--- src/rtl/cache_control.sv ---
// cache_control: controller FSM for a direct-mapped write-back data cache.
// Sequences CPU hits, victim write-backs and line refills. It drives the
// datapath load enables and mux selects, and pulses mem_resp back to the CPU.
// All control outputs are combinational from the state and the inputs.
//
// Ports:
//   clk, rst_n               clock and asynchronous active-low reset
//   mem_read, mem_write      CPU request, held until mem_resp
//   hit, dirty               tag-compare result and dirty bit of the indexed line
//   pmem_resp                physical memory finished the current line transfer
//   mem_resp                 CPU request complete (one-cycle pulse)
//   pmem_read, pmem_write    line fill / victim write-back requests
//   pmem_addr_sel            0 = CPU address, 1 = victim address
//   data_sel                 0 = CPU write merge, 1 = line from memory
//   load_data/tag/valid/dirty, dirty_in   array write enables and dirty value
//   hit_count, miss_count, wb_count       saturating performance counters
//
// Build option: define CACHE_PERF_CNT_EN to enable the performance counters.
// Without it, the counter ports are tied to 0.
module cache_control #(
    parameter int unsigned CNT_W = 32
) (
    input  logic             clk,
    input  logic             rst_n,
    input  logic             mem_read,
    input  logic             mem_write,
    input  logic             hit,
    input  logic             dirty,
    input  logic             pmem_resp,
    output logic             mem_resp,
    output logic             pmem_read,
    output logic             pmem_write,
    output logic             pmem_addr_sel,
    output logic             data_sel,
    output logic             load_data,
    output logic             load_tag,
    output logic             load_valid,
    output logic             load_dirty,
    output logic             dirty_in,
    output logic [CNT_W-1:0] hit_count,
    output logic [CNT_W-1:0] miss_count,
    output logic [CNT_W-1:0] wb_count
);

    typedef enum logic [1:0] {
        IDLE      = 2'd0,
        COMPARE   = 2'd1,
        WRITEBACK = 2'd2,
        ALLOCATE  = 2'd3
    } state_t;

    state_t state, state_nxt;

    logic req;
    assign req = mem_read | mem_write;

    // State register
    always_ff @(posedge clk or negedge rst_n) begin
        if (!rst_n) state <= IDLE;
        else        state <= state_nxt;
    end

    // Next-state and datapath control
    always_comb begin
        state_nxt     = state;
        mem_resp      = 1'b0;
        pmem_read     = 1'b0;
        pmem_write    = 1'b0;
        pmem_addr_sel = 1'b0;
        data_sel      = 1'b0;
        load_data     = 1'b0;
        load_tag      = 1'b0;
        load_valid    = 1'b0;
        load_dirty    = 1'b0;
        dirty_in      = 1'b0;
        case (state)
            IDLE: begin
                if (req) state_nxt = COMPARE;
            end
            COMPARE: begin
                if (!req) begin
                    // Request dropped early: bail out without touching the arrays
                    state_nxt = IDLE;
                end else if (hit) begin
                    mem_resp  = 1'b1;
                    state_nxt = IDLE;
                    // A write wins when both request lines are high
                    if (mem_write) begin
                        load_data  = 1'b1;
                        load_dirty = 1'b1;
                        dirty_in   = 1'b1;
                    end
                end else if (dirty) begin
                    state_nxt = WRITEBACK;
                end else begin
                    state_nxt = ALLOCATE;
                end
            end
            WRITEBACK: begin
                pmem_write    = 1'b1;
                pmem_addr_sel = 1'b1;
                if (pmem_resp) state_nxt = ALLOCATE;
            end
            ALLOCATE: begin
                pmem_read = 1'b1;
                if (pmem_resp) begin
                    data_sel   = 1'b1;
                    load_data  = 1'b1;
                    load_tag   = 1'b1;
                    load_valid = 1'b1;
                    load_dirty = 1'b1;
                    state_nxt  = COMPARE;
                end
            end
            default: state_nxt = IDLE;
        endcase
    end

`ifdef CACHE_PERF_CNT_EN
    // Marks the compare that follows a refill so it is not counted as a hit
    logic refill;
    logic hit_ev, miss_ev, wb_ev;

    assign hit_ev  = (state == COMPARE) && req && hit && !refill;
    assign miss_ev = (state == COMPARE) && req && !hit;
    assign wb_ev   = (state == WRITEBACK) && pmem_resp;

    always_ff @(posedge clk or negedge rst_n) begin
        if (!rst_n) begin
            refill <= 1'b0;
        end else if (state == COMPARE) begin
            refill <= 1'b0;
        end else if ((state == ALLOCATE) && pmem_resp) begin
            refill <= 1'b1;
        end
    end

    // Saturating event counters
    always_ff @(posedge clk or negedge rst_n) begin
        if (!rst_n) begin
            hit_count  <= '0;
            miss_count <= '0;
            wb_count   <= '0;
        end else begin
            if (hit_ev && (hit_count != '1))   hit_count  <= hit_count + CNT_W'(1);
            if (miss_ev && (miss_count != '1)) miss_count <= miss_count + CNT_W'(1);
            if (wb_ev && (wb_count != '1))     wb_count   <= wb_count + CNT_W'(1);
        end
    end
`else
    assign hit_count  = '0;
    assign miss_count = '0;
    assign wb_count   = '0;
`endif

endmodule

--- config.mk ---
export PLATFORM = sky130hd
export DESIGN_NAME = cache_control
export DESIGN_NICKNAME = d
export VERILOG_FILES = /design/src/rtl/cache_control.sv
export SDC_FILE = /design/constraint.sdc
export NUM_CORES = 1
export LEC_CHECK = 0
export ABC_AREA = 1
export CAP_MARGIN = 40
export CORE_ASPECT_RATIO = 0.75
export CORE_MARGIN = 5
export CORE_UTILIZATION = 40
export DETAILED_ROUTE_END_ITERATION = 12
export DONT_BUFFER_PORTS = 1
export PLACE_DENSITY = 0.59
export SYNTH_ARGS = -nofsm -noshare
export SYNTH_HDL_FRONTEND = slang
export SYNTH_SLANG_ARGS = --single-unit
--- constraint.sdc ---
create_clock -name clk -period 3.48 [get_ports clk]
set_clock_uncertainty 0.1 [all_clocks]
set_input_delay 0.522 -clock clk [delete_from_list [all_inputs] [get_ports clk]]
set_output_delay 0.522 -clock clk [all_outputs]
set_load 0.005 [all_outputs]
* Yosys cells after proc, flatten, opt, wreduce, memory -nomap -nowiden *
Cells that the tools add are included.

storage, ports and cells
  output and inout port bits = 106
  input port bits = 7
  logic and storage cells = 29
  register bits after elaboration = 2

cells by class
  bitwise gates (word level) = 1
  multiplexer cells = 19
  reduce and logical (&&, ||, !) cells = 2
  equality and inequality tests = 6

operator list
  operator            number
  $mux 1              12
  $mux 2              5
  $pmux 2 s4          1
  $ne 2x2->1 const B  3
  $eq 2x2->1 const B  2
  $reduce_and 3->1    1
  $eq 2x1->1 const B  1
  $logic_not 2->1     1
  $pmux 1 s2          1
  $or 1x1->1          1

* Longest topological paths before layout *
  depth after elaboration = 4
  gate-level depth with buffers = 8
  gate-level depth less buffers = 8

* Worst setup path after synthesis *
Ideal clock, no wire load.

  path type = flip-flop to output port
  start = reg state[1]
  end = out load_dirty
  required time = 2858 ps
  arrival = 1102 ps
  setup slack = 1756 ps
  buffers on the path = 1
  stages on the path, launching flop included = 6
  cell sequence = dfrtp_1 > inv_1 > ha_1 > nand2_1 > o21ai_0 > buf_4

between the ends
  cells in the longest elaborated chain, start to end = 2
  elaborated cells between the ends (all ways) = 3
  those cells by class = eq/ne: 2; mux: 1

ends and longest elaborated chain
  what                                             RTL line  text
  from (decl)                                      52        state_t state, state_nxt;
  from (signal assigned)                           60        else state <= state_nxt;
  $eq 2x2->1 / $eq 2x1->1 (equally long branches)  --
  $pmux 1 s2 *                                     --
  to (decl)                                        38        output logic load_dirty,

Every way passes the cells marked *; elsewhere a longest branch is shown, timed or not.

* Final worst setup path *
  start = reg state[1]
  end = out load_data

between the ends
  cells in the longest elaborated chain, start to end = 2
  elaborated cells between the ends (all ways) = 3
  those cells by class = eq/ne: 2; mux: 1

ends and longest elaborated chain
  what                                             RTL line  text
  $eq 2x2->1 / $eq 2x1->1 (equally long branches)  76        case (state)
  $pmux 1 s2 *                                     76
  to (decl)                                        35        output logic load_data,

Marked as above.

==> results.toml <==
[power_and_ir_drop]
switchingPower_w = 0.000107
pwr-share-comb_pct = 56.6
ir_worst_vdd_mv = 0.0832
p_seq_share_pct = 19.7
leakage_nw = 0.483
power-per-cell-area_nw_per_um2 = 314
sw_frac_of_total_pct = 50.4
intPower_w = 0.000105
pwr-share-clk_pct = 23.7

[layout]
fin_util_pct = 28.9
top_regs = "state x2"
largest-register = "state"
fill_cells = 268
synthToLayoutAreaGrowth_pct = -32.0
layout-drive-gt1-share_pct = 5.80
largest_reg_flops = 2
finalNetCount = 151
antenna_cells = 0

[timing]
grt_setup_unrepaired = "no"
setup_slack_ns = 1.55
slew_viol_final = 0
period_share_pct = 55.3
setup_viol = 0
finalHoldViolCount = 0
min_period_ns = 1.93
fmax_ghz = 0.519
finalSetupTns_ns = 0

[setup_path]
cp-start-kind = "flip-flop"
worstPathRequired_ns = 2.86
critical_path_peak_fanout = 4
critical-path-slowest-cell = "dfrtp_1"
worstPathCellList = "inv_1, ha_1, nand2_1, o21ai_0"
critPathArrivalTime_ns = 1.30
path_class = "reg -> out"
critPathCaptureType = "output pin"
slowest_delay_ns = 0.40

[route]
num_vias = 461
avgRoutedWirePerCell_um = 7.92
postRouteAntennaNets = 0
routed_wl_mm = 1.36
drt_iter0_drc = 5
dr.pass1.iters = 3
drt-vias-per-instance = 2.68
drcViolationCount = 0

[yosys]
seq_area_frac_synth_pct = 5.03
yosys_register_bits = 2
syn_inst = 139
ys_warn_count = 0
avgSynthCellArea_um2 = 7.17
synth.cell_area_um2 = 996
synth_cell_type_count = 12

[clocking]
path_clk_slew_ns = 0.03
clock-sinks = 2
htree_levels = 1
cts_resized = 0
cts_buffers = 3
root_buffer = "clkbuf_4"
cts_tree = "done"
clk_latency_ns = 0.22
clockBufferDepth = 2

[placement]
place_ws_ns = 1.77
portBuffers = 0
hpwl_mm = 1.30
place.gp.congestion = 0.712

[grt]
antenna_found_initial = 0
grt_overflow = 0
grt_pass1_wl_mm = 1.45
grt_pass1_vias = 332
grt_max_degree = 6
grtUsageTotal_pct = 5.81

[floorplanning]
num_rows = 15
die_h_um = 53.2
core_um2 = 2350
num_io_pins = 113
dieArea_um2 = 3600
floorplan.die.width_um = 67.6
initial_core_util_pct = 42.5

[worst_hold_path]
hp-class = "in -> async"

[status]
run_status = "finished clean"

[run]
drv_cap = 0
-- worst max-delay path: cells and delay by family, from the launching register on --
family                   cells  cell delay (ns)
AO/OA/AOI/OAI                1             0.33
AND/OR/NAND/NOR              1             0.09
adder cells (fa/ha/maj)      1             0.18
flip-flops                   1             0.40
buffers and inverters        1             0.09
-- repair_timing --
action | in CTS | in global routing
endpoints found under the hold margin | 2 | 0
hold buffers | 1 | 0
buffers inserted | 0 | 0
-- cells by family (layout without fill, tap and decap cells) --
group                    after synthesis  in the layout  share of synthesized area, %
flip-flops                             2              2                          5.03
AND/OR/NAND/NOR                       21             21                          9.42
buffers and inverters                109             13                          78.8
AO/OA/AOI/OAI                          2              2                          1.38
adder cells (fa/ha/maj)                4              4                          5.03
other                                  1             96                         0.377
-- final cells by class --
cell class	count	area, um^2	share of cell area (%)
multi-input cells	123	518	76.5
flip-flops and latches	2	50.0	7.39
well taps	34	42.5	6.28
inverters	9	33.8	4.99
clock buffers	3	22.5	3.33
repair buffers	1	10.0	1.48
-- through the flow --
stage / instance area (um^2) / std cells / power, W / hold WS [ns]
after floorplan: 1350 / 234 / 0.000228 / 0.126
after global placement: 644 / 168 / 0.000161 / 0.127
after detailed placement: 644 / 168 / 0.000160 / 0.127
after CTS: 677 / 172 / 0.000215 / 0.429
after global routing: 677 / 172 / 0.000249 / 0.428
final: 677 / 172 / 0.000212 / 0.435
-- cells in the final DEF (no fill, tap or decap), drive strengths merged --
cell         Yosys  final
clkbuf           0      3
o21ai            2      2
nand2           14     14
conb             1     96
inv              9      9
nor2             7      7
dlygate4sd3      0      1
dfrtp            2      2
ha               4      4
-- synth_stat cells --
library cell | instances | share of area, %
buf_4 | 100 | 75
nand2_1 | 12 | 4.5
inv_1 | 9 | 3.4
nor2_1 | 5 | 1.9
ha_1 | 4 | 5.0
dfrtp_1 | 2 | 5.0
nand2_2 | 2 | 1.3
conb_1 | 1 | 0.38
nor2_2 | 1 | 0.63
nor2_4 | 1 | 1.1
o21ai_0 | 1 | 0.50
o21ai_2 | 1 | 0.88
-- power by group through the flow --
stage	clock network, W	registers [W]	logic [W]
after global placement	0	0.0000420	0.000119
final	0.0000504	0.0000418	0.000120
after CTS	0.0000536	0.0000422	0.000119
after detailed placement	0	0.0000425	0.000118
after global routing	0.0000562	0.0000450	0.000147
after floorplan	0	0.0000398	0.000188
-- final timing paths --
check                      cells past startpoint  startpoint   endpoint  slack, ns
setup / recovery                               4    state[1]  load_data       1.55
hold / removal                                 1       rst_n   state[0]       0.43
setup reg to reg                               7    state[0]   state[1]       2.10
hold reg to reg                                2    state[1]   state[1]       0.44
max in group asynchronous                      1       rst_n   state[1]       2.72
min in group clk                               2    state[1]   state[1]       0.44
-- layer usage --
layer | part of all wire [%] | wire length, um | vias to the layer above | track usage [%]
met5 | 0 | 0 | - | 0
met4 | 0.73 | 10 | 0 | 6.06
met3 | 26 | 358 | 2 | 1.70
met2 | 49 | 663 | 62 | 9.05
met1 | 24 | 332 | 184 | 6.04
li1 | - | - | 213 | -
Power figures use the tool's default switching activity.
